[config.mk]
export PLATFORM = sky130hd
export DESIGN_NAME = route_request_ctrl
export DESIGN_NICKNAME = d
export VERILOG_FILES = /design/src/rtl/route_request_ctrl.sv
export SDC_FILE = /design/constraint.sdc
export NUM_CORES = 1
export LEC_CHECK = 0
export BUFFER_PORTS_ARGS = -buffer_cell sky130_fd_sc_hd__buf_2
export CORE_MARGIN = 2
export CORE_UTILIZATION = 43
export DETAILED_ROUTE_END_ITERATION = 10
export GPL_ROUTABILITY_DRIVEN = 0
export PLACE_DENSITY = 0.71
export SLEW_MARGIN = 0
export SYNTH_ARGS = -nofsm -noshare
export SYNTH_HDL_FRONTEND = slang
export SYNTH_SLANG_ARGS = --single-unit
[constraint.sdc]
create_clock -name CLK -period 1.8 [get_ports CLK]
set_clock_uncertainty 0.1 [all_clocks]
set_input_delay 0.09 -clock CLK [delete_from_list [all_inputs] [get_ports CLK]]
set_output_delay 0.09 -clock CLK [all_outputs]
set_load 0.02 [all_outputs]
[src/rtl/route_request_ctrl.sv]
`default_nettype none
// ============================================================================
// Module      : route_request_ctrl
// Description : Initiator side of the switch route-compute interface.
//               Each cycle, round-robin picks one input buffer that has a
//               head flit but no route yet. It presents that buffer to the
//               combinational route-compute unit and registers the returned
//               output port into a per-buffer route table. A route is held
//               until the packet's tail leaves the switch.
//               Optional macro RC_PERF_CNT_EN adds saturating grant and
//               contention counters (perf_routes, perf_stall).
// Revision    : 1.0 - initial release
// ============================================================================
module route_request_ctrl #(
  parameter int BUFFERS = 4,
  parameter int SELW    = $clog2(BUFFERS)
) (
  input  logic                      CLK,
  input  logic                      RST,
  input  logic [BUFFERS-1:0]        head_valid,
  input  logic [BUFFERS-1:0]        pkt_done,
  output logic                      rc_valid,
  output logic [SELW-1:0]           buffer_sel,
  input  logic [SELW-1:0]           out_sel,
  output logic [BUFFERS-1:0]        route_valid,
  output logic [BUFFERS*SELW-1:0]   route_out
`ifdef RC_PERF_CNT_EN
  ,
  output logic [15:0]               perf_routes,
  output logic [15:0]               perf_stall
`endif
);

  // Per-buffer route state: IDLE has no route, ROUTED holds a stable route.
  typedef enum logic [0:0] {
    ST_IDLE   = 1'b0,
    ST_ROUTED = 1'b1
  } buf_state_t;

  localparam logic [SELW-1:0] C_LAST_IDX = SELW'(BUFFERS - 1);
  localparam logic [SELW:0]   C_BUFFERS  = (SELW+1)'(BUFFERS);

  buf_state_t             state_q [BUFFERS];
  buf_state_t             state_d [BUFFERS];
  logic [SELW-1:0]        route_q [BUFFERS];
  logic [SELW-1:0]        rr_ptr;
  logic [BUFFERS-1:0]     req;
  logic [BUFFERS-1:0]     grant_vec;
  logic [SELW-1:0]        grant_idx;
  logic                   grant_found;

  // Request vector and route-table outputs derived from the per-buffer state.
  always_comb begin
    route_valid = '0;
    route_out   = '0;
    req         = '0;
    for (int i = 0; i < BUFFERS; i++) begin
      route_valid[i]                = (state_q[i] == ST_ROUTED);
      route_out[i*SELW +: SELW]     = route_q[i];
      req[i]                        = head_valid[i] & (state_q[i] == ST_IDLE);
    end
  end

  // Round-robin search starting at the pointer, wrapping from the last buffer
  // back to 0; the first requesting buffer found wins.
  always_comb begin
    logic [SELW:0]   sum;
    logic [SELW-1:0] cand;
    grant_idx   = '0;
    grant_found = 1'b0;
    sum         = '0;
    cand        = '0;
    for (int off = 0; off < BUFFERS; off++) begin
      sum = {1'b0, rr_ptr} + (SELW+1)'(off);
      if (sum >= C_BUFFERS) begin
        sum = sum - C_BUFFERS;
      end
      cand = sum[SELW-1:0];
      if (!grant_found && req[cand]) begin
        grant_found = 1'b1;
        grant_idx   = cand;
      end
    end
  end

  // Route-compute request interface: index is forced to 0 when idle.
  always_comb begin
    rc_valid   = grant_found;
    buffer_sel = grant_found ? grant_idx : '0;
    grant_vec  = '0;
    for (int i = 0; i < BUFFERS; i++) begin
      grant_vec[i] = grant_found && (grant_idx == SELW'(i));
    end
  end

  // Per-buffer next state: a grant routes an idle buffer, a tail release
  // frees a routed one. Grants never target ROUTED buffers, so the two
  // transitions cannot collide on the same buffer.
  always_comb begin
    for (int i = 0; i < BUFFERS; i++) begin
      state_d[i] = state_q[i];
      case (state_q[i])
        ST_IDLE: begin
          if (grant_vec[i]) begin
            state_d[i] = ST_ROUTED;
          end
        end
        ST_ROUTED: begin
          if (pkt_done[i]) begin
            state_d[i] = ST_IDLE;
          end
        end
        default: state_d[i] = ST_IDLE;
      endcase
    end
  end

  // Per-buffer state register.
  always_ff @(posedge CLK) begin
    for (int i = 0; i < BUFFERS; i++) begin
      if (RST) begin
        state_q[i] <= ST_IDLE;
      end else begin
        state_q[i] <= state_d[i];
      end
    end
  end

  // Route table: captures the route-compute answer for the granted buffer.
  // Released entries keep their stale value until the next grant.
  always_ff @(posedge CLK) begin
    for (int i = 0; i < BUFFERS; i++) begin
      if (RST) begin
        route_q[i] <= '0;
      end else if (grant_vec[i]) begin
        route_q[i] <= out_sel;
      end
    end
  end

  // Round-robin pointer moves just past the winner; held when nothing granted.
  always_ff @(posedge CLK) begin
    if (RST) begin
      rr_ptr <= '0;
    end else if (grant_found) begin
      rr_ptr <= (grant_idx == C_LAST_IDX) ? '0 : grant_idx + SELW'(1);
    end
  end

`ifdef RC_PERF_CNT_EN
  logic contention;

  // Contention means more than one buffer asked for route compute.
  always_comb begin
    contention = ($countones(req) > 1);
  end

  // Saturating counters of issued route computations and contended cycles.
  always_ff @(posedge CLK) begin
    if (RST) begin
      perf_routes <= '0;
      perf_stall  <= '0;
    end else begin
      if (rc_valid && (perf_routes != 16'hFFFF)) begin
        perf_routes <= perf_routes + 16'd1;
      end
      if (contention && (perf_stall != 16'hFFFF)) begin
        perf_stall <= perf_stall + 16'd1;
      end
    end
  end
`endif

endmodule
`default_nettype wire
==> impl_metrics.json <==
{
  "ir_drop_mv": 0.948,
  "first_pass_iters": 4,
  "dieArea_um2": 2220,
  "cts_buffers": 3,
  "drt_iter0_markers": 12,
  "max_slew_margin_pct": 82.9,
  "slowest_delay_ns": 0.34,
  "finalWorstSetupSlack_ns": -0.0264,
  "p_seq_share_pct": 31.0,
  "hold_violations": 0,
  "drc": 0,
  "power_frac_clock_pct": 11.3,
  "critPathCaptureType": "flip-flop",
  "place_ws_ns": -0.0511,
  "netlist_area_um2": 801,
  "num_antenna_cells": 0,
  "wl_per_cell_um": 11.3,
  "crit_arrival_ns": 1.73,
  "clock_sinks": 14,
  "fin_tns_setup_ns": -0.138,
  "nets": 137,
  "pin_count": 27,
  "synthDistinctLibCells": 26,
  "crit_family": "compound AO/OA/AOI/OAI gates",
  "coreArea_um2": 1750,
  "cts_tree": "yes",
  "vias_per_cell": 4.88,
  "power_switching_share_pct": 38.6,
  "ys.flop_type": "edfxtp_1",
  "ant_nets": 0,
  "antenna_found_initial": 0,
  "grt_pass1_wl_um": 2560,
  "grt_pass1_vias": 634,
  "p_leak_nw": 0.526,
  "clk_pin_slew_ns": 0.09,
  "synth_fp_nets": 94,
  "vias": 708,
  "p_switching_mw": 0.639,
  "fin_crit_ns": 1.83,
  "rsz0062_at_grt": "true",
  "clockBufferDepth": 2,
  "grt_util_all_layers_pct": 16.5,
  "critPathBufInv": 0,
  "initial_core_util_pct": 45.9,
  "synth_edf_count": 8,
  "syn_avg_cell_area_um2": 10.3,
  "post-dp-hpwl_um": 1230,
  "synth_seq_area_share_pct": 45.0,
  "netlist_top_cells_area": "edfxtp_1, dfxtp_1, ha_1",
  "row_count": 15,
  "synth-seq-cells": 14,
  "dieHeight_um": 47.2,
  "syn2layout_area_growth_pct": 41.1,
  "max_cap_viol_count": 0,
  "status": "complete, but fails checks",
  "crit_slowest_cell": "dfxtp_2",
  "path_class": "reg -> reg",
  "worstPathRequired_ns": 1.70,
  "hold_path_class": "in -> reg",
  "finalSetupViolCount": 8,
  "critPathMaxFanout": 3,
  "tightest_slew_ns": 0.256,
  "power.internal_mw": 1.02,
  "ys_warn_count": 0,
  "whs_ns": 0.00434,
  "cts-root-buf": "clkbuf_4",
  "async_flop_share_pct": 0,
  "dieWidth_um": 47.2,
  "wirelength_um": 1640,
  "netlist.area_leader.share_pct": 30.0,
  "fmax_mhz": 548,
  "fill_cells": 150,
  "drive_gt1_share_pct": 48.3,
  "port_buffers": 26,
  "grt_overflow": 0,
  "critPathLaunchType": "flip-flop",
  "slew_viol_final": 0,
  "finalCritPeriodShare_pct": 101,
  "violations": "setup timing",
  "syn_inst": 78,
  "combPwrFrac_pct": 57.7,
  "insertion_delay_ns": 0.28,
  "p_per_area_nw_per_um2": 1460,
  "grt_start_max_net_pins": 13,
  "cts_htree_levels": 1,
  "crit_chain": "nand2b_4, a22o_1, a211oi_2, and2_4, ha_1, a21o_1",
  "yosys.area.top_type": "edfxtp_1"
}
[stage by stage]
step / util, % / total power [mW] / cell area [um2] / instances
2_1_floorplan: - / 1.07 / 801 / 78
3_3_place_gp: 57.5 / 1.32 / 1000 / 134
3_5_place_dp: 57.5 / 1.34 / 1000 / 134
4_1_cts: 62.4 / 1.56 / 1090 / 142
5_1_grt: 64.7 / 1.77 / 1130 / 145
6_report: 64.7 / 1.66 / 1130 / 145
[cells by family after synthesis]
| logic type | after synthesis | synth area share [%] |
|---|---|---|
| compound gates | 16 | 13.6 |
| fa+ha+maj | 4 | 6.25 |
| buf+inv | 11 | 7.50 |
| flops | 14 | 45.0 |
| mux | 1 | 1.25 |
| simple gates | 32 | 26.4 |
[worst paths after layout]
check / from / end / slack [ns] / cells after the start
worst max-delay path: state_q[1]$_SDFF_PP0_ / route_q[1][0]$_SDFFCE_PN0P_ / -0.03 / 6
worst min-delay path: RST / state_q[0]$_SDFF_PP0_ / 0.004 / 2
worst max register to register: state_q[1]$_SDFF_PP0_ / route_q[1][0]$_SDFFCE_PN0P_ / -0.03 / 6
worst min register to register: state_q[3]$_SDFF_PP0_ / state_q[3]$_SDFF_PP0_ / 0.40 / 2
[timing repair]
action | in CTS | in global routing
resized for setup | 8 | 6
pin swaps | 3 | 6
endpoints found under the setup margin | 14 | 21
endpoints found under the hold margin | 4 | 0
hold buffers | 4 | 0
buffers inserted | 0 | 3
[area by class of cell]
cell class / count / area (um2) / area share (%)
timing repair buffer: 44 / 285 / 25.2
clock buffer: 3 / 22.5 / 1.99
multi-input combinational: 53 / 403 / 35.7
inverter: 5 / 18.8 / 1.66
clock inverter: 1 / 3.75 / 0.332
sequential: 14 / 365 / 32.3
tap: 25 / 31.3 / 2.77
[cell usage in the layout (no fill, tap or decap), types with 3 or more instances in the layout]
cell type / count
clkbuf_4: 3
nand2b_4: 3
buf_2: 25
dlygate4sd3_1: 4
a21oi_1: 6
edfxtp_1: 8
nand2b_1: 4
dfxtp_2: 4
a21o_1: 5
inv_1: 5
nand3b_1: 6
buf_4: 13
ha_2: 3
nor2_1: 10
[state kept, by name (all words and copies together) (netlist names)]
name	cells
route_q	8
state_q	4
rr_ptr	2
[power groups by stage]
stage	Sequential (mW)	Clock, mW	Combinational [mW]
finish	0.513	0.188	0.955
global route	0.529	0.199	1.04
CTS	0.512	0.188	0.864
detailed placement	0.512	0	0.828
global placement	0.511	0	0.808
floorplan	0.583	0	0.488
[synth_stat cells (2+ instances only)]
| cell | count |
|---|---|
| nor2_1 | 10 |
| edfxtp_1 | 8 |
| a21oi_1 | 6 |
| dfxtp_1 | 6 |
| nand3b_1 | 6 |
| a21o_1 | 5 |
| buf_4 | 5 |
| inv_1 | 5 |
| ha_1 | 4 |
| nand2b_1 | 4 |
| and2_1 | 2 |
| nand2_1 | 2 |
| nand2b_4 | 2 |
[worst reg2reg max path, cell delays in order, from the launching register on]
cell,delay (ns)
dfxtp_2,0.34
nand2b_4,0.13
a22o_1,0.19
a211oi_2,0.26
and2_4,0.20
ha_1,0.16
a21o_1,0.16
[routing by layer]
layer	global-route usage [%]	up-vias	routed length, um	part of all wire [%]
met2	29.9	21	830	51
met3	2.31	4	70	4.3
met5	0	-	0	0
met4	8.33	0	25	1.5
li1	-	349	-	-
met1	18.7	334	711	43
(Power assumes the default switching activity.)
